`src/rtl/approx_mul_rr_sched.sv`:
```
// rtl/approx_mul_rr_sched.sv - round-robin shared 8x8 approximate/exact multiplier with 2-stage pipeline
//
// approx_mul_core: combinational truncated 8x8 unsigned multiplier.
//    x, y : operands
//    z    : x*y with every partial-product bit of weight below 2**4 dropped
//
// approx_mul_rr_sched: N_REQ requesters share one multiplier.
//    clk, rst                  : clock, asynchronous active-high reset
//    req_valid/req_ready       : per-requester handshake (req_ready one-hot or zero)
//    req_x, req_y              : packed operands, slice i = bits [8i+7:8i]
//    req_exact                 : per-requester mode, 1 = true product, 0 = approximate core
//    rsp_valid/rsp_ready       : response handshake
//    rsp_z, rsp_id, rsp_exact  : product, issuing requester, echoed mode bit
//    busy                      : either pipeline stage occupied

module approx_mul_core (
   input  logic [7:0]  x,
   input  logic [7:0]  y,
   output logic [15:0] z
);
   // Summing shifted partial products and clearing result columns 0..3 of
   // each one removes exactly the bits x[i]&y[j] with i+j < 4.
   always_comb begin
      z = '0;
      for (int j = 0; j < 8; j++) begin
         if (y[j]) begin
            z = z + (({8'b0, x} << j) & 16'hFFF0);
         end
      end
   end
endmodule

module approx_mul_rr_sched #(
   parameter int N_REQ = 4,
   parameter int ID_W  = 2
) (
   input  logic               clk,
   input  logic               rst,
   input  logic [N_REQ-1:0]   req_valid,
   output logic [N_REQ-1:0]   req_ready,
   input  logic [8*N_REQ-1:0] req_x,
   input  logic [8*N_REQ-1:0] req_y,
   input  logic [N_REQ-1:0]   req_exact,
   output logic               rsp_valid,
   input  logic               rsp_ready,
   output logic [15:0]        rsp_z,
   output logic [ID_W-1:0]    rsp_id,
   output logic               rsp_exact,
   output logic               busy
);
   localparam logic [ID_W-1:0] LAST_ID = ID_W'(N_REQ - 1);
   localparam logic [ID_W:0]   N_WIDE  = (ID_W + 1)'(N_REQ);

   logic [ID_W-1:0] rr_ptr;

   logic            s1_valid;
   logic [7:0]      s1_x;
   logic [7:0]      s1_y;
   logic [ID_W-1:0] s1_id;
   logic            s1_exact;

   logic            s2_valid;
   logic [15:0]     s2_z;
   logic [ID_W-1:0] s2_id;
   logic            s2_exact;

   logic            adv1;
   logic            adv2;
   logic            grant_any;
   logic [ID_W-1:0] grant_id;
   logic [ID_W:0]   scan;
   logic [7:0]      grant_x;
   logic [7:0]      grant_y;
   logic            grant_exact;
   logic            fire;
   logic [15:0]     approx_z;
   logic [15:0]     exact_z;

   assign adv2 = !s2_valid || rsp_ready;
   assign adv1 = !s1_valid || adv2;

   // Scan from rr_ptr upward, wrapping at N_REQ; first valid requester wins.
   always_comb begin
      grant_any = 1'b0;
      grant_id  = '0;
      scan      = '0;
      for (int k = 0; k < N_REQ; k++) begin
         scan = {1'b0, rr_ptr} + (ID_W + 1)'(k);
         if (scan >= N_WIDE) begin
            scan = scan - N_WIDE;
         end
         if (!grant_any && req_valid[scan[ID_W-1:0]]) begin
            grant_any = 1'b1;
            grant_id  = scan[ID_W-1:0];
         end
      end
   end

   // Operand mux and ready decode; ready is held low while reset is asserted.
   always_comb begin
      grant_x     = '0;
      grant_y     = '0;
      grant_exact = 1'b0;
      req_ready   = '0;
      for (int i = 0; i < N_REQ; i++) begin
         if (grant_id == ID_W'(i)) begin
            grant_x      = req_x[8*i +: 8];
            grant_y      = req_y[8*i +: 8];
            grant_exact  = req_exact[i];
            req_ready[i] = grant_any && adv1 && !rst;
         end
      end
   end

   assign fire = |req_ready;

   approx_mul_core u_core (
      .x (s1_x),
      .y (s1_y),
      .z (approx_z)
   );

   assign exact_z = {8'b0, s1_x} * {8'b0, s1_y};

   always_ff @(posedge clk or posedge rst) begin
      if (rst) begin
         rr_ptr   <= '0;
         s1_valid <= 1'b0;
         s1_x     <= '0;
         s1_y     <= '0;
         s1_id    <= '0;
         s1_exact <= 1'b0;
         s2_valid <= 1'b0;
         s2_z     <= '0;
         s2_id    <= '0;
         s2_exact <= 1'b0;
      end else begin
         if (adv2) begin
            s2_valid <= s1_valid;
            s2_z     <= s1_exact ? exact_z : approx_z;
            s2_id    <= s1_id;
            s2_exact <= s1_exact;
         end
         if (adv1) begin
            s1_valid <= grant_any;
            s1_x     <= grant_x;
            s1_y     <= grant_y;
            s1_id    <= grant_id;
            s1_exact <= grant_exact;
         end
         if (fire) begin
            rr_ptr <= (grant_id == LAST_ID) ? '0 : grant_id + 1'b1;
         end
      end
   end

   assign rsp_valid = s2_valid;
   assign rsp_z     = s2_z;
   assign rsp_id    = s2_id;
   assign rsp_exact = s2_exact;
   assign busy      = s1_valid || s2_valid;
endmodule

```
`config.mk`:
```
export PLATFORM = sky130hd
export DESIGN_NAME = approx_mul_rr_sched
export DESIGN_NICKNAME = d
export VERILOG_FILES = /design/src/rtl/approx_mul_rr_sched.sv
export SDC_FILE = /design/constraint.sdc
export NUM_CORES = 1
export LEC_CHECK = 0
export ABC_AREA = 1
export BUFFER_PORTS_ARGS = -buffer_cell sky130_fd_sc_hd__buf_2
export CAP_MARGIN = 20
export CORE_MARGIN = 2
export CORE_UTILIZATION = 55
export CTS_BUF_LIST = sky130_fd_sc_hd__clkbuf_8
export CTS_CLUSTER_DIAMETER = 200
export DETAILED_ROUTE_END_ITERATION = 6
export GPL_TIMING_DRIVEN = 0
export HOLD_SLACK_MARGIN = 0.08
export MAX_ROUTING_LAYER = met4
export PLACE_DENSITY_LB_ADDON = 0.08
export SETUP_SLACK_MARGIN = 0.5
export SLEW_MARGIN = 0
export SYNTH_ARGS = -nofsm -noshare
export SYNTH_HDL_FRONTEND = slang
export SYNTH_SLANG_ARGS = --single-unit
```
`constraint.sdc`:
```
create_clock -name clk -period 7.2 [get_ports clk]
set_clock_uncertainty 0.05 [all_clocks]
set_input_delay 1.44 -clock clk [delete_from_list [all_inputs] [get_ports clk]]
set_output_delay 1.44 -clock clk [all_outputs]
set_load 0.005 [all_outputs]
```
* Word-level counts from Yosys, hierarchy flattened
Cells that the tools add are included.
** Word-level totals
- Flip-flop bits (word level) :: 42
- Bits of input ports :: 75
- Output and inout bits :: 25
** Operators by class
- Add/subtract/negate cells :: 15
- Multiply operators :: 1
- Order comparisons :: 8
- Equal/unequal tests :: 3
- Muxes and demuxes :: 46
- Reduce and logical (&&, ||, !) cells :: 16
** Operators by type and width (number)
- two-way mux 16 bit :: 8
- two-way mux 8 bit :: 9
- two-way mux 2 bit :: 9
- adder 16 x 10 -> 16 bit :: 1
- adder 16 x 11 -> 16 bit :: 1
- adder 16 x 12 -> 16 bit :: 1
- adder 16 x 13 -> 16 bit :: 1
- adder 16 x 14 -> 16 bit :: 1
- adder 16 x 15 -> 16 bit :: 1
- adder 16 x 9 -> 16 bit :: 1
- multiplier 8 x 8 -> 16 bit :: 1
- two-way mux 1 bit :: 16
- less-than comparator 2 x 3 -> 1 bit, second input constant :: 4
- greater-or-equal comparator 3 bit, second input constant :: 3
- binary-select mux 1 bit (select 2 bit) :: 4
- subtractor 2 x 1 -> 2 bit, second input constant :: 4
- adder 2 x 2 -> 3 bit, second input constant :: 2
- logical NOT 1 bit :: 6
- logical AND 1 bit :: 5
- == test 2 bit, second input constant :: 2
- OR reduction 4 bit :: 1
- adder 2 x 1 -> 3 bit, second input constant :: 1
- greater-or-equal comparator 2 x 3 -> 1 bit, second input constant :: 1
- logical OR 1 bit :: 3
- 3 further kinds :: 3

* Longest topological paths before layout
Gate-level depths: netlist (run 1).
- Word-level depth :: 19
- Depth in mapped cells :: 58

* Modules after synthesis
Synthesis (run 1) repeated with hierarchy kept, for this count alone.
** Second synthesis, totals
- Cells, all modules :: 1172
- Area, all modules :: 7614.8 um^2
** Modules (own cells, without submodules)
- approx_mul_rr_sched :: instances 1, cells each 700, area each 4832.1 um^2, sequential area each 1051.0 um^2
- approx_mul_core :: instances 1, cells each 472, area each 2782.7 um^2, sequential area each 0.0 um^2

* Least setup slack after synthesis (run 1)
Ideal clock, no wire load.
- Path type :: register to register
- Start :: register s1_x[4]
- End :: register s2_z[13], in the netlist rsp_z[13]
- Library setup time :: 117 ps
- Arrival time :: 7274 ps
- Required time :: 7033 ps
- Setup slack :: -241 ps
- Stages on the path, launching flop included :: 51
- Cells stage by stage :: dfrtp_1 buf_2 nand2_1 inv_1 ha_1 ha_1 inv_1 o21ai_1 inv_1 fa_1 xor2_1 o21ai_2 ha_1 nand2_1 nand2_1 a31o_2 or2_2 nand3_1 (+15 left out) nand2_1 nand2_1 nand2_1 nand2_1 or2_2 nand3_1 nand2_1 ha_1 nand3_1 nand3_1 a21oi_1 o21ai_0 xor2_1 o21ai_0 o21bai_1 nand2_1 nand2_1 nand2_1
** Between the ends
- Longest elaborated chain between the ends :: 16
- Elaborated cells on any way between the ends :: 17
- Those cells by class :: add/sub (7); mul (1); mux (9)
** RTL lines
- start: declaration :: line 57 : logic [7:0] s1_x;
- start signal: assignment :: line 146 : s1_x <= grant_x;
- two-way mux 8 bit :: line 26 : if (y[j]) begin
- adder 16 x 9 -> 16 bit :: line 27 : z = z + (({8'b0, x} << j) & 16'hFFF0);
- two-way mux 16 bit :: line 26
- adder 16 x 10 -> 16 bit :: line 27
- two-way mux 16 bit :: line 26
- adder 16 x 11 -> 16 bit :: line 27
- two-way mux 16 bit :: line 26
- adder 16 x 12 -> 16 bit :: line 27
- two-way mux 16 bit :: line 26
- adder 16 x 13 -> 16 bit :: line 27
- two-way mux 16 bit :: line 26
- adder 16 x 14 -> 16 bit :: line 27
- two-way mux 16 bit :: line 26
- adder 16 x 15 -> 16 bit :: line 27
- two-way mux 16 bit :: line 26
- two-way mux 16 bit * :: line 140 : s2_z <= s1_exact ? exact_z : approx_z;
- end signal: assignment :: line 140
- end: declaration :: line 63 : logic [15:0] s2_z;
Every way passes the cells marked *; elsewhere a longest branch is shown, timed or not.
A chain may end at the register's enable or synchronous reset.

* Worst setup path after layout (run 1)
Ends and elaborated chain as after synthesis.

==> flow_summary.toml, run 1 <==
[run_status]
status = "finished, violations left"
violations = "setup timing"

[cts]
root_buffer = "clkbuf_8"
ctsHtreeMaxLevel = 2
path_clk_slew_ns = 0.10
cts.sinks = 42
clock_latency_ns = 0.32
clock_path_buffers = 2
cts_tree = "built"
cts_buffers = 5
hold_buffers = 0

[setup_path]
critPathMaxFanout = 5
reg2regPathDepth = 50
critPathMaxStageDelay_ns = 0.53
cp-start-kind = "register"
cp.arrival_ns = 7.46
critical_path_class = "reg2reg"
required_ns = 7.42
crit_top_cell = "nand2_2"
critical_path.slowest_cell = "dfrtp_4"
cp-end-kind = "register"

[final_layout]
drive_above_1_share = 0.3165
instances_no_fill = 1382
nets = 1415
area_delta_synth_final_pct = 30.62
diodes = 0

[sta]
worst_slack_ns = -0.04096
setup_viol = 2
finalCriticalPeriod_ns = 7.241
post-route-period-util = 1.006
final.setup.tns_ns = -0.06542
finalHoldViolCount = 0
max_clock_freq_ghz = 0.1381
slew_violations = 0
worstMarginPinSlew_ns = 0.9093
rsz0062_at_grt = "true"
slew_headroom = 0.3929

[global_route]
track_usage = 0.3140
grt_pass1_wl_um = 34330
grt_overflow = 0
grt_max_degree = 44
antenna_found_initial = 0
grt_pass1_vias = 7160

[drt]
drt-wirelength-per-cell_um = 16.30
drtIter0Drc = 446
wl_um = 22520
drc = 0
detail-route-antenna-nets = 0
drt-vias-per-instance = 5.450
dr.pass1.iters = 5
num_vias = 7532

[floorplan]
num_rows = 41
core_um2 = 12670
initial_core_util = 0.5663
die-area_um2 = 13980
boundaryPins = 100
die_x_um = 118.2
die_y_um = 118.2

[yosys]
synth.area.top_cells = "ha_1, nand2_1, dfrtp_1"
syn_area_per_cell_um2 = 6.860
ys_warn_count = 0
syn-cell-area_um2 = 7176
synth-edff-count = 0
ys_seq_area_frac = 0.1465
synth_seq_cells = 42
synth_top_area_cell = "ha_1"
synth_top_area_frac = 0.1569
synth_top_flop_cell = "dfrtp_1"
synth_cell_types = 50
syn_inst = 1046
synthArstFlopShare = 1.000
syn-num-nets = 1252

[placed_design]
io_buffers = 99
dpl.hpwl_um = 16530
placed_cells = 1317
gp_congestion = 0.9400

[job]
drv_cap = 0

[hold_path]
min_path_cells = 2
hold_path.class = "reg2reg"
worst max-delay path: cells and delay by family (launching register included):
family          cells  cell delay, ns
simple gates       27            2.56
flops               1            0.53
buf+inv             5            0.33
compound gates      8            1.20
xor+xnor            2            0.37
fa+ha+maj           8            2.10
repair_timing:
| action | CTS | global route |
|---|---|---|
| setup endpoints to repair | 8 | 8 |
| gates resized for setup | 57 | 81 |
| setup buffers | 38 | 19 |
| pin swaps | 51 | 90 |
stage by stage:
step,hold slack [ns],instance area (um2),util,setup WS (ns)
floorplan,0.3846,7523,-,0.4804
detailed placement,0.4170,8234,0.6498,-0.3203
global route,0.4567,9373,0.7397,-0.2727
global placement,0.4152,8234,0.6498,-0.2635
finish,0.4287,9373,0.7397,-0.04096
CTS,0.4221,8838,0.6975,0.2034
layout by cell type, fill, tap and decap left out, drive strengths merged, types with 6 or more instances in the layout:
master / instances
o211ai: 19
xor2: 10
dfrtp: 42
a221o: 17
nand4: 6
o21ai: 48
clkinv: 7
nand2: 289
clkbuf: 37
a21oi: 45
a31oi: 20
or2: 12
ha: 90
nand3: 68
nor2: 68
buf: 164
inv: 188
fa: 41
layer usage:
metal / wire length [um] / share of wire / global-route usage
met5: 0 / 0 / -
met4: 474 / 0.021 / 0.07756
met3: 1280 / 0.057 / 0.03185
met2: 11360 / 0.50 / 0.5513
met1: 9410 / 0.42 / 0.3876
sequential cells by signal, indices dropped and copies added, names as in the netlist, 2 cells and up:
signal / count
rsp_id: 2
rsp_z: 16
s1_id: 2
rr_ptr: 2
s1_x: 8
s1_y: 8
synthesized netlist by cell type (all sizes together) (2+ instances only):
master,instances
a21oi,45
a221o,17
a22o,3
a31o,2
a31oi,20
and2,5
buf,8
clkbuf,32
clkinv,6
dfrtp,42
fa,41
ha,90
inv,187
nand2,289
nand3,68
nand3b,4
nand4,6
nor2,68
nor3,4
o211ai,19
o21ai,48
o21bai,5
or2,12
xnor2,5
xor2,10
cell families after synthesis:
family / share of synthesized area
simple gates: 0.2720
buf+inv: 0.1355
compound gates: 0.1540
fa+ha+maj: 0.2713
flops: 0.1465
xor+xnor: 0.01935
mux: 0.001395
worst paths after layout:
path                                      start                    end  slack, ns
setup / recovery            s1_x[4]$_DFFE_PP0N_  rsp_z[13]$_DFFE_PP0P_      -0.04
hold / removal             s1_id[1]$_DFFE_PP0N_  rsp_id[1]$_DFFE_PP0P_       0.43
setup reg to reg            s1_x[4]$_DFFE_PP0N_  rsp_z[13]$_DFFE_PP0P_      -0.04
hold reg to reg            s1_id[1]$_DFFE_PP0N_  rsp_id[1]$_DFFE_PP0P_       0.43
max in group asynchronous                   rst    s1_x[5]$_DFFE_PP0N_       5.16
min in group asynchronous                   rst  rsp_z[12]$_DFFE_PP0P_       1.25
area by class of cell:
class / instances / area, um2
inverters: 193 / 733.2
multi-input cells: 771 / 6080
fillers: 999 / 3298
clock buffers: 5 / 68.82
plain buffers: 40 / 259.0
well taps: 172 / 215.2
repair buffers: 156 / 927.1
flip-flops and latches: 42 / 1065
clock inverters: 3 / 25.02
Power of run 1 is not shown: default switching activity piles up to over one toggle a cycle in this logic, so the estimate is an artifact.
==> run 2, diff against run 1 <==
--- a/config.mk
+++ b/config.mk
@@ -8,6 +8,7 @@
 export ABC_AREA = 1
 export BUFFER_PORTS_ARGS = -buffer_cell sky130_fd_sc_hd__buf_2
 export CAP_MARGIN = 20
+export CORE_ASPECT_RATIO = 1.75
 export CORE_MARGIN = 2
 export CORE_UTILIZATION = 55
 export CTS_BUF_LIST = sky130_fd_sc_hd__clkbuf_8
@@ -18,6 +19,7 @@
 export MAX_ROUTING_LAYER = met4
 export PLACE_DENSITY_LB_ADDON = 0.08
 export SETUP_SLACK_MARGIN = 0.5
+export SKIP_LAST_GASP = 1
 export SLEW_MARGIN = 0
 export SYNTH_ARGS = -nofsm -noshare
 export SYNTH_HDL_FRONTEND = slang
==> run 2 against run 1 <==
  * Critical path type unchanged
  * Register-to-register slack better by 0.11 ns
  * Critical path depth decreased by 4
  * Non-clock buffer count up 9
  * Sequential cell count did not move
  * Wire length decreased by 2.5%
  * Highest routed layer unchanged
  * Clock-buffer cell count unchanged
  * Setup slack better by 0.11 ns
  * The flow now finishes without violations
  * Final cell count is 0.58% higher
  * First-iteration DRC count shrank 37%
  * Fmax rose by 1.5%
  * Cell area rose by 1.5%
==> flow_summary.toml, run 2 (synthesized netlist as in run 1, its figures left out) <==
[run_status]
status = "complete, no violations"

[sta]
finalCriticalPeriod_ns = 7.133
worstMarginPinSlew_ns = 0.6932
slew_violations = 0
rsz0062_at_grt = "true"
slew_headroom = 0.5379
finalHoldViolCount = 0
setup_viol = 0
max_clock_freq_ghz = 0.1402
post-route-period-util = 0.9906

[drt]
wl_um = 21960
drt-vias-per-instance = 5.463
drtIter0Drc = 279
num_vias = 7593
drc = 0
dr.pass1.iters = 6
drt-wirelength-per-cell_um = 15.80
detail-route-antenna-nets = 0

[hold_path]
holdPathEnd = "rsp_valid$_DFFE_PP0P_"
hold_path.class = "reg2reg"
hp-start = "s1_valid$_DFFE_PP0N_"
min_path_cells = 2

[floorplan]
boundaryPins = 100
die-area_um2 = 14010
die_y_um = 155.1
initial_core_util = 0.5576
num_rows = 55
core_um2 = 12870
die_x_um = 90.35

[global_route]
antenna_found_initial = 0
grt_pass1_wl_um = 35050
grt_overflow = 0
track_usage = 0.3208
grt_pass1_vias = 7736
grt_max_degree = 41

[setup_path]
critPathMaxFanout = 10
critical_path.slowest_cell = "dfrtp_2"
regToRegSetupSlack_ns = 0.07
cp-end-kind = "register"
cp.arrival_ns = 7.34
crit-reg2reg-launch = "s1_x[3]$_DFFE_PP0N_"
reg2regPathDepth = 46
critPathMaxStageDelay_ns = 0.65
critical_path_class = "reg2reg"
cp-start-kind = "register"
crit_top_cell = "nand2_2"
required_ns = 7.41
reg2reg_to = "rsp_z[14]$_DFFE_PP0P_"

[placed_design]
placed_cells = 1317
dpl.hpwl_um = 16660
gp_congestion = 0.9684
io_buffers = 99

[final_layout]
largest_reg_flops = 16
regArea_um2 = 1065
area_delta_synth_final_pct = 32.52
final_util = 0.7389
final_common_cell = "nand2_1"
diodes = 0
instances_no_fill = 1390
multi_input_area_um2 = 6116
fillers = 1043
nets = 1424
drive_above_1_share = 0.3306
layout.cells.most_common_list = "nand2_1, inv_1, buf_2"

[cts]
hold_buffers = 0
path_clk_slew_ns = 0.09
clock_path_buffers = 2
root_buffer = "clkbuf_8"
ctsHtreeMaxLevel = 2
clock_latency_ns = 0.31
cts_tree = "built"
cts.sinks = 42
cts_buffers = 5

[job]
drv_cap = 0
==> run 2: area by class of cell <==
cell class	count	area share
timing repair buffer	165	0.1059
multi-input combinational	771	0.6432
sequential	42	0.1120
clock inverter	3	0.004605
clock buffer	5	0.007237
tap	171	0.02250
buffer	40	0.02750
inverter	193	0.07711
==> run 2: worst max-delay path by stage <==
stage                              from  slack, ns                     to
floorplan           s1_x[4]$_DFFE_PP0N_       0.48  rsp_z[14]$_DFFE_PP0P_
global placement    s1_x[5]$_DFFE_PP0N_      -0.28  rsp_z[14]$_DFFE_PP0P_
detailed placement  s1_x[6]$_DFFE_PP0N_      -0.38  rsp_z[14]$_DFFE_PP0P_
CTS                 s1_x[4]$_DFFE_PP0N_       0.24  rsp_z[13]$_DFFE_PP0P_
global route        s1_x[4]$_DFFE_PP0N_      -0.31  rsp_z[14]$_DFFE_PP0P_
finish              s1_x[3]$_DFFE_PP0N_       0.07  rsp_z[14]$_DFFE_PP0P_
==> run 2: repair_timing <==
action	in CTS	in global routing
setup buffers	54	11
gates resized for setup	89	63
endpoints found under the setup margin	7	8
pin swaps	70	70
==> run 2: per-stage QoR <==
step                TNS, ns  cell area [um2]  setup WS [ns]  hold WS, ns
finish                    0             9509        0.06734       0.4235
floorplan                 0             7523         0.4804       0.3846
detailed placement   -1.139             8253        -0.3778       0.4073
global route         -1.380             9509        -0.3121       0.4508
global placement    -0.8073             8233        -0.2807       0.4030
CTS                       0             9138         0.2359       0.4280
==> run 2: worst max-delay path, delay by kind of cell (launching register included) <==
family / cells / cell delay (ns)
compound gates: 7 / 1.05
simple gates: 28 / 2.65
flops: 1 / 0.65
buf+inv: 4 / 0.74
fa+ha+maj: 6 / 1.78
xor+xnor: 1 / 0.19
==> run 2: per-layer routing <==
| metal | part of all wire | vias to the layer above | GRT usage | wire length (um) |
|---|---|---|---|---|
| met5 | 0 | - | - | 0 |
| met4 | 0.052 | 0 | 0.1912 | 1147 |
| met3 | 0.034 | 83 | 0.02373 | 746 |
| met2 | 0.57 | 233 | 0.6305 | 12480 |
| met1 | 0.35 | 3568 | 0.2978 | 7587 |
| li1 | - | 3709 | - | - |
Power of run 2 is left out for the same reason.
==> run 3, diff against run 2 <==
--- a/config.mk
+++ b/config.mk
@@ -10,7 +10,7 @@
 export CAP_MARGIN = 20
 export CORE_ASPECT_RATIO = 1.75
 export CORE_MARGIN = 2
-export CORE_UTILIZATION = 55
+export CORE_UTILIZATION = 61
 export CTS_BUF_LIST = sky130_fd_sc_hd__clkbuf_8
 export CTS_CLUSTER_DIAMETER = 200
 export DETAILED_ROUTE_END_ITERATION = 6
==> constraint.sdc (replaced) <==
create_clock -name clk -period 6.8 [get_ports clk]
set_clock_uncertainty 0.05 [all_clocks]
set_input_delay 1.36 -clock clk [delete_from_list [all_inputs] [get_ports clk]]
set_output_delay 1.36 -clock clk [all_outputs]
set_load 0.005 [all_outputs]
==> run 3 against run 2 <==
  * First-iteration DRC count is 87% higher
  * The flow now finishes with violations (setup timing)
  * Global-route usage is 6.0 points higher
  * Register-to-register slack worse by 0.56 ns
  * Largest cell class unchanged
==> flow_summary.toml, run 3 (synthesized netlist as in run 1, its figures left out) <==
[run_status]
status = "finished, violations left"
violations = "setup timing"

[final_layout]
nets = 1418
fin_area_um2 = 9414
final_common_cell = "nand2_1"
fillers = 786
diodes = 0
drive_above_1_share = 0.3289
regArea_um2 = 1067
layout.cells.most_common_list = "nand2_1, inv_1, buf_2"
largest_reg_flops = 16
multi_input_area_um2 = 6093
area_delta_synth_final_pct = 31.19

[cts]
root_buffer = "clkbuf_8"
path_clk_slew_ns = 0.09
cts_buffers = 5
clock_latency_ns = 0.32
cts.sinks = 42
ctsHtreeMaxLevel = 2
clock_path_buffers = 2
cts_tree = "built"
hold_buffers = 0

[setup_path]
cp-end-kind = "register"
critPathMaxStageDelay_ns = 0.52
required_ns = 6.96
cp-start-kind = "register"
critical_path_class = "reg2reg"
cp.arrival_ns = 7.46
critPathMaxFanout = 5
path_delay_family = "simple AND/OR/NAND/NOR gates"
cp_num_buf_inv = 5
crit_top_cell = "nand2_2"
critical_path.slowest_cell = "dfrtp_4"

[sta]
worstMarginPinSlew_ns = 0.8978
post-route-period-util = 1.073
slew_headroom = 0.4006
finalHoldViolCount = 0
slew_violations = 0
finalCriticalPeriod_ns = 7.295
max_clock_freq_ghz = 0.1371
rsz0062_at_grt = "true"
worst_slack_ns = -0.4946
setup_viol = 5

[job]
drv_cap = 0

[global_route]
grt_overflow = 0
grt_use_met3 = 0.03797
track_usage = 0.3806
grt_pass1_vias = 7868
use_met2 = 0.6806
grt_pass1_wl_um = 36770
met1_usage = 0.3772
top_usage_layer = "met2"
grt_max_degree = 44
antenna_found_initial = 0

[placed_design]
dpl.hpwl_um = 17290
placed_cell_area_um2 = 8190
io_buffers = 99
gp_congestion = 0.9927

[drt]
drt-wirelength-per-cell_um = 17.88
drt-vias-per-instance = 5.867
detail-route-antenna-nets = 0
num_vias = 7909
wl_um = 24110
drtIter0Drc = 522
drc = 0
dr.pass1.iters = 6

[floorplan]
initial_core_util = 0.6231
core_um2 = 11520
die_y_um = 147.5
die-area_um2 = 12680
die_x_um = 85.99
num_rows = 52
boundaryPins = 100

[hold_path]
hold_path.class = "reg2reg"
run 3: changes by cell type in the layout (fill, tap and decap cells not counted), moves of 3 or more:
| cell | change |
|---|---|
| buf_4 | -8 |
| buf_6 | +3 |
| inv_1 | -4 |
| inv_2 | +3 |
| nand2_1 | -3 |
| nand2_2 | +4 |
| nand3_1 | +5 |
| nand3_4 | -3 |
| o21ai_1 | +4 |
| o21ai_2 | -4 |
run 3: layout make-up:
type	count	area share
Inverter	193	0.07842
Buffer	40	0.02844
Sequential cell	42	0.1134
Timing Repair Buffer	159	0.1021
Tap cell	135	0.01794
Clock buffer	5	0.007310
Clock inverter	3	0.005183
Multi-Input combinational cell	771	0.6473
run 3: per-layer routing:
metal / routed length [um] / vias up
met5: 0 / -
met3: 1289 / 109
met1: 8261 / 3732
met4: 1712 / 0
li1: - / 3699
met2: 12840 / 369
run 3: per-stage QoR:
step	hold slack (ns)	worst slack, ns	utilization	setup TNS [ns]	instances
after floorplan	0.3846	0.08071	-	0	1046
after global placement	0.4005	-0.7911	0.7112	-3.600	1280
after detailed placement	0.4133	-0.8752	0.7112	-4.264	1280
after CTS	0.4350	-0.2516	0.7805	-0.6605	1332
after global routing	0.4548	-0.7637	0.8175	-3.540	1348
final	0.4332	-0.4946	0.8175	-1.837	1348
run 3: final timing paths:
| kind | start | endpoint | slack (ns) | cells after the start |
|---|---|---|---|---|
| max in group asynchronous | rst | s1_x[4]$_DFFE_PP0N_ | 4.85 | 2 |
| hold reg to reg | rsp_id[1]$_DFFE_PP0P_ | rsp_id[1]$_DFFE_PP0P_ | 0.43 | 2 |
| hold / removal | rsp_id[1]$_DFFE_PP0P_ | rsp_id[1]$_DFFE_PP0P_ | 0.43 | 2 |
| setup reg to reg | s1_x[4]$_DFFE_PP0N_ | rsp_z[13]$_DFFE_PP0P_ | -0.49 | 48 |
| min in group asynchronous | rst | rsp_z[9]$_DFFE_PP0P_ | 1.17 | 2 |
| setup / recovery | s1_x[4]$_DFFE_PP0N_ | rsp_z[13]$_DFFE_PP0P_ | -0.49 | 48 |
run 3: timing repair:
| action | 4_1_cts | 5_1_grt |
|---|---|---|
| gates resized for setup | 88 | 69 |
| setup buffers | 44 | 16 |
| setup endpoints to repair | 9 | 9 |
| cloned | 0 | 0 |
| pin swaps | 67 | 60 |
run 3: worst register-to-register path, delay by kind of cell, from the launching register on:
| family | cells | cell delay (ns) |
|---|---|---|
| fa+ha+maj | 8 | 2.07 |
| simple gates | 24 | 2.41 |
| compound gates | 9 | 1.42 |
| flops | 1 | 0.52 |
| xor+xnor | 2 | 0.35 |
| buf+inv | 5 | 0.38 |
Power of run 3 is left out for the same reason.
